$ cat config.mk
export PLATFORM = sky130hd
export DESIGN_NAME = updown_step_ctrl
export DESIGN_NICKNAME = d
export VERILOG_FILES = /design/src/rtl/updown_pkg.sv /design/src/rtl/step_timer.sv /design/src/rtl/updown_step_ctrl.sv
export SDC_FILE = /design/constraint.sdc
export NUM_CORES = 1
export LEC_CHECK = 0
export ABC_AREA = 1
export ABC_CLOCK_PERIOD_IN_PS = 3500
export CORE_UTILIZATION = 45
export DETAILED_ROUTE_END_ITERATION = 6
export GPL_TIMING_DRIVEN = 0
export PLACE_DENSITY = 0.72
export RECOVER_POWER = 50
export SYNTH_ARGS = -nofsm -noshare
export SYNTH_HDL_FRONTEND = slang
export SYNTH_SLANG_ARGS = --single-unit
$ cat constraint.sdc
create_clock -name clk -period 3.5 [get_ports clk]
set_input_delay 0.525 -clock clk [delete_from_list [all_inputs] [get_ports clk]]
set_output_delay 0.525 -clock clk [all_outputs]
set_load 0.005 [all_outputs]
$ cat src/rtl/updown_pkg.sv
// Shared encodings for the up/down step sequencer.
package updown_pkg;

    typedef enum logic [1:0] {
        ST_IDLE      = 2'd0,
        ST_HOLD_WAIT = 2'd1,
        ST_REPEAT    = 2'd2,
        ST_LOCK      = 2'd3
    } state_t;

    localparam logic DIR_UP   = 1'b0;
    localparam logic DIR_DOWN = 1'b1;

endpackage

$ cat src/rtl/step_timer.sv
// Hold/repeat interval counter: counts while run is high and flags the last
// cycle of the selected interval, restarting from zero on that cycle.
module step_timer #(
    parameter int DELAY_CYC = 62_500_000,
    parameter int RATE_CYC  = 12_500_000
) (
    input  logic clk,
    input  logic rst_n,
    input  logic run,
    input  logic sel_rate,
    output logic done
);

    localparam int MAX_CYC = (DELAY_CYC > RATE_CYC) ? DELAY_CYC : RATE_CYC;
    localparam int TW      = $clog2(MAX_CYC + 1);

    localparam logic [TW:0] DLY_T  = (TW+1)'(DELAY_CYC);
    localparam logic [TW:0] RATE_T = (TW+1)'(RATE_CYC);

    logic [TW-1:0] count;
    logic [TW:0]   count_inc;

    // One bit wider so the compare never sees a wrapped value.
    assign count_inc = {1'b0, count} + 1'b1;
    assign done      = count_inc >= (sel_rate ? RATE_T : DLY_T);

    always_ff @(posedge clk or negedge rst_n) begin
        if (!rst_n)
            count <= '0;
        else if (!run || done)
            count <= '0;
        else if (count != '1)
            count <= count_inc[TW-1:0];
    end

endmodule

$ cat src/rtl/updown_step_ctrl.sv
// Button-level to step-strobe sequencer: edge detect, hold-to-repeat,
// two-button lockout and limit gating in front of the up/down counter.
module updown_step_ctrl
    import updown_pkg::*;
#(
    parameter int CNT_W     = 4,
    parameter int MIN_VAL   = 0,
    parameter int MAX_VAL   = 15,
    parameter int WRAP      = 0,
    parameter int DELAY_CYC = 62_500_000,
    parameter int RATE_CYC  = 12_500_000
) (
    input  logic             clk,
    input  logic             rst_n,
    input  logic             en,
    input  logic             up_lvl,
    input  logic             down_lvl,
    input  logic [CNT_W-1:0] count_in,
    output logic             step_up,
    output logic             step_down,
    output logic             repeating,
    output logic             limit_hit
);

    state_t state_q, state_d;
    logic   dir_q, dir_d;
    logic   up_prev, down_prev;
    logic   up_rise, down_rise;
    logic   act_lvl, opp_lvl;
    logic   fire, at_limit;
    logic   tmr_run, tmr_done;

    assign up_rise   = up_lvl & ~up_prev;
    assign down_rise = down_lvl & ~down_prev;
    assign act_lvl   = (dir_q == DIR_UP) ? up_lvl : down_lvl;
    assign opp_lvl   = (dir_q == DIR_UP) ? down_lvl : up_lvl;

    always_comb begin
        state_d = state_q;
        dir_d   = dir_q;
        fire    = 1'b0;
        if (!en) begin
            state_d = ST_IDLE;
        end else begin
            case (state_q)
                ST_IDLE: begin
                    if (up_lvl && down_lvl) begin
                        state_d = ST_LOCK;
                    end else if (up_rise) begin
                        state_d = ST_HOLD_WAIT;
                        dir_d   = DIR_UP;
                        fire    = 1'b1;
                    end else if (down_rise) begin
                        state_d = ST_HOLD_WAIT;
                        dir_d   = DIR_DOWN;
                        fire    = 1'b1;
                    end
                end
                ST_HOLD_WAIT, ST_REPEAT: begin
                    // Release/opposite checks come first so they mask a due strobe.
                    if (opp_lvl)
                        state_d = ST_LOCK;
                    else if (!act_lvl)
                        state_d = ST_IDLE;
                    else if (tmr_done) begin
                        state_d = ST_REPEAT;
                        fire    = 1'b1;
                    end
                end
                ST_LOCK: begin
                    if (!up_lvl && !down_lvl)
                        state_d = ST_IDLE;
                end
                default: state_d = ST_IDLE;
            endcase
        end
    end

    always_comb begin
        at_limit = 1'b0;
        if (WRAP == 0) begin
            if (dir_d == DIR_UP)
                at_limit = (count_in == CNT_W'(MAX_VAL));
            else
                at_limit = (count_in == CNT_W'(MIN_VAL));
        end
    end

    // Timer restarts on every state change, so HOLD_WAIT->REPEAT begins a fresh interval.
    assign tmr_run = en && (state_d == state_q) &&
                     ((state_q == ST_HOLD_WAIT) || (state_q == ST_REPEAT));

    step_timer #(
        .DELAY_CYC (DELAY_CYC),
        .RATE_CYC  (RATE_CYC)
    ) u_timer (
        .clk      (clk),
        .rst_n    (rst_n),
        .run      (tmr_run),
        .sel_rate (state_q == ST_REPEAT),
        .done     (tmr_done)
    );

    always_ff @(posedge clk or negedge rst_n) begin
        if (!rst_n) begin
            state_q   <= ST_IDLE;
            dir_q     <= DIR_UP;
            up_prev   <= 1'b1;
            down_prev <= 1'b1;
            step_up   <= 1'b0;
            step_down <= 1'b0;
            repeating <= 1'b0;
            limit_hit <= 1'b0;
        end else begin
            state_q   <= state_d;
            dir_q     <= dir_d;
            up_prev   <= up_lvl;
            down_prev <= down_lvl;
            step_up   <= fire && (dir_d == DIR_UP)   && !at_limit;
            step_down <= fire && (dir_d == DIR_DOWN) && !at_limit;
            limit_hit <= fire && at_limit;
            repeating <= (state_d == ST_REPEAT);
        end
    end

endmodule

==> metrics.md <==
| Metric | Value |
|---|---|
| Status | finished, violations left |
| Failing checks | capacitance limit, slew limit, setup timing |
| Main flop type after synthesis | dfrtp_1 |
| I/O pin cnt | 13 |
| Switching share of power | 0.407 |
| Commonest cells post-synth | 96 x nand2_1, 61 x inv_1, 50 x nor2_1 |
| H-tree depth | 2 |
| Starting Density | 0.477 |
| Layout area overhead | 31.3% |
| CTS tree | yes |
| Seq/Total Area, Yosys | 0.327 |
| DRT antenna net count | 0 |
| Clock Power Share | 0.204 |
| Switching power total | 0.601 mW |
| NumNets Final | 443 |
| Max-slew violations | 36 |
| Root Driver | clkbuf_8 |
| Cell with the most instances after synthesis | nand2_1 |
| WL per Instance | 12.8 µm |
| Post-Synth Adder-Cell Area | 0.0605 |
| Post-route setup slack | -0.0627 ns |
| Period utilisation layout | 1.02 |
| First-pass detailed-route iteration total | 5 |
| GRT Resource Usage Total | 0.204 |
| Seq cells post-synth | 35 |
| Placement Cell Area | 0.00289 mm² |
| RSZ-0062 raised after global routing | true |
| Largest family of logic cells by synthesized area | simple AND/OR/NAND/NOR gates |
| Max cap viols | 1 |
| Critical path's largest stage delay | 0.41 ns |
| Critical-path top delay cell | dfrtp_1 |
| IO Port Bufs | 12 |
| Post-synth EDFFs | 0 |
| Arr. time, crit path | 3.78 ns |
| Fraction of the mapped netlist area in simple logic gates | 0.453 |
| Sequential share of power | 0.317 |
| Core area | 0.00564 mm² |
| Crit path buf inv count | 2 |
| Tightest Pin Transition | 1.96 ns |
| Post-Route WL | 6340 µm |
| Die width | 79.3 µm |
| Required time worst endpoint | 3.72 ns |
| CTS Hold Bufs | 0 |
| Fmax achieved | 281 MHz |
| CTS max path bufs | 2 |
| Tmin final | 3.56 ns |
| Gate power share | 0.479 |
| Worst min-delay path class | reg2reg |
| DRC | 0 |
| Vias in the first global route | 2292 |
| Leak | 1.61 nW |
| Synth Instances | 373 |
| CP endpoint kind | flip-flop |
| CP Max Fanout | 6 |
| Yosys top cell by area | dfrtp_1 |
| Leading post-synthesis cells by cell area | dfrtp_1 31%, nand2_1 13%, nor2_4 8.8% |
| Initial detailed-routing violation count | 118 |
| Max-slew headroom | -0.305 |
| Cell area after layout | 0.00353 mm² |
| Hold_ws | 0.619 ns |
| N_diodes | 0 |
| Synth Area in XOR/XNOR | 0.0228 |
| Clk slew on worst S/H paths | 0.08 ns |
| Vias | 2441 |
| Worst path top cell family by delay | simple AND/OR/NAND/NOR gates |
| Via density | 4.94 |
| DIE HEIGHT | 79.3 µm |
| Worst skew pair latency | 0.29 ns |
| Die footprint | 0.00629 mm² |
| Post-Layout Cell Count | 494 |
| Placed Cells | 457 |
| DP HPWL | 4170 µm |
| Compound-gate portion of the synthesized area | 0.0358 |
| Clock Skew | 0.0104 ns |
| Yosys warns | 0 |
| Syn Nets | 395 |
| Power Dens Cells | 418 mW/mm² |
| Grt total ovfl | 0 |
| Crit Path Category | reg2reg |
| Int Power | 0.877 mW |
| Share of the synthesized area in the top cell type | 0.307 |
| Unique masters post-synth | 25 |
| Synth Area per Inst | 7.21 µm² |
| CTS sink cnt | 35 |
| Largest net degree at the start of global routing | 36 |
| First-pass GRT wire length | 9980 µm |
| Final Hold Fails | 0 |
| Initial antenna violation count | 0 |
| Crit path launch type | flip-flop |
| TritonCTS Buffers | 5 |
| Number of core rows | 27 |
| Final setup fails | 25 |
| Maximum vdd drop | 0.360 mV |
| Cell mode on critical path | nand2_2 |
| Asr flop ratio synth | 1.00 |
| Routability cong. | 0.858 |
| Mux cell area share after synthesis | 0 |
| Synthesized area | 0.00269 mm² |
| Share of post-route cells with drive strength above 1 | 0.318 |
stage by stage:
step / total power [mW] / setup TNS (ns) / worst slack, ns / util
6_report: 1.48 / -0.787 / -0.0627 / 0.626
5_1_grt: 1.57 / -7.23 / -0.308 / 0.626
4_1_cts: 1.35 / 0 / 0.0222 / 0.574
3_5_place_dp: 0.986 / -7.40 / -0.330 / 0.513
3_3_place_gp: 0.977 / -7.04 / -0.318 / 0.514
2_1_floorplan: 0.872 / 0 / 0.124 / -
cell families (layout without fill, tap and decap cells):
| kind of cell | Yosys count | count (layout) |
|---|---|---|
| XOR/XNOR | 7 | 7 |
| adder cells (fa/ha/maj) | 13 | 13 |
| AND/OR/NAND/NOR | 237 | 237 |
| AO/OA/AOI/OAI | 17 | 17 |
| buffers and inverters | 64 | 113 |
| flip-flops | 35 | 35 |
repair_timing:
| action | in CTS | in global routing |
|---|---|---|
| cloned | 1 | 1 |
| gates resized for setup | 23 | 44 |
| endpoints found under the setup margin | 27 | 30 |
| buffers inserted | 17 | 10 |
| pin swaps | 8 | 25 |
| hold endpoints to repair | 0 | 0 |
state kept, by name, summed over array words and instances, names as in the netlist:
name and cells:
u_timer.count 26, state_q 2, dir_q 1, down_prev 1, limit_hit 1, repeating 1
step_down 1, step_up 1, up_prev 1
layout by cell type, fill, tap and decap left out, types with 5 or more instances in the layout:
| cell | synthesis | routed |
|---|---|---|
| clkbuf_8 | 0 | 5 |
| nand4_1 | 8 | 8 |
| clkdlybuf4s50_1 | 0 | 9 |
| inv_1 | 61 | 59 |
| nor2_1 | 50 | 35 |
| nand3_1 | 24 | 22 |
| nor2_2 | 12 | 12 |
| ha_1 | 13 | 10 |
| nor2_4 | 21 | 36 |
| buf_4 | 0 | 24 |
| a21oi_1 | 7 | 7 |
| nand2_1 | 96 | 88 |
| nand2_2 | 16 | 21 |
| o21ai_0 | 5 | 5 |
| dfrtp_1 | 33 | 31 |
final timing paths:
| kind | start | slack, ns | to | depth (start not counted) |
|---|---|---|---|---|
| worst min register to register | u_timer.count[0]$_DFFE_PN0P_ | 0.62 | u_timer.count[0]$_DFFE_PN0P_ | 2 |
| worst max register to register | u_timer.count[1]$_DFFE_PN0P_ | -0.06 | u_timer.count[15]$_DFFE_PN0P_ | 28 |
| worst max-delay path | u_timer.count[1]$_DFFE_PN0P_ | -0.06 | u_timer.count[15]$_DFFE_PN0P_ | 28 |
| worst min-delay path | u_timer.count[0]$_DFFE_PN0P_ | 0.62 | u_timer.count[0]$_DFFE_PN0P_ | 2 |
| max in group asynchronous | rst_n | 1.45 | u_timer.count[2]$_DFFE_PN0P_ | 1 |
| min in group asynchronous | rst_n | 0.78 | u_timer.count[12]$_DFFE_PN0P_ | 1 |
per-layer routing:
layer	part of all wire	GRT usage	vias up
li1	-	-	1245
met5	0	0	-
met4	0.020	0.0436	0
met3	0.035	0.0368	12
met2	0.51	0.364	50
met1	0.44	0.256	1134
worst reg2reg max path: cells and delay by family (launching register included):
kind / cells / cell delay [ns]
flops: 1 / 0.41
simple gates: 23 / 2.21
xor+xnor: 1 / 0.19
fa+ha+maj: 2 / 0.48
buf+inv: 2 / 0.24
power by group through the flow:
stage	sequential [mW]	clock (mW)	combinational [mW]
finish	0.468	0.301	0.708
global route	0.473	0.323	0.778
CTS	0.468	0.306	0.574
detailed placement	0.479	0	0.507
global placement	0.478	0	0.499
floorplan	0.473	0	0.399
cell type report:
type	count	area [µm²]
Buffer	2	40.0
Fill cell	459	2110
Clock inverter	2	12.5
Tap cell	72	90.1
Sequential cell	35	881
Multi-Input combinational cell	274	1820
Clock buffer	6	72.6
Timing Repair Buffer	41	384
Inverter	62	233
Power figures use the tool's default switching activity.
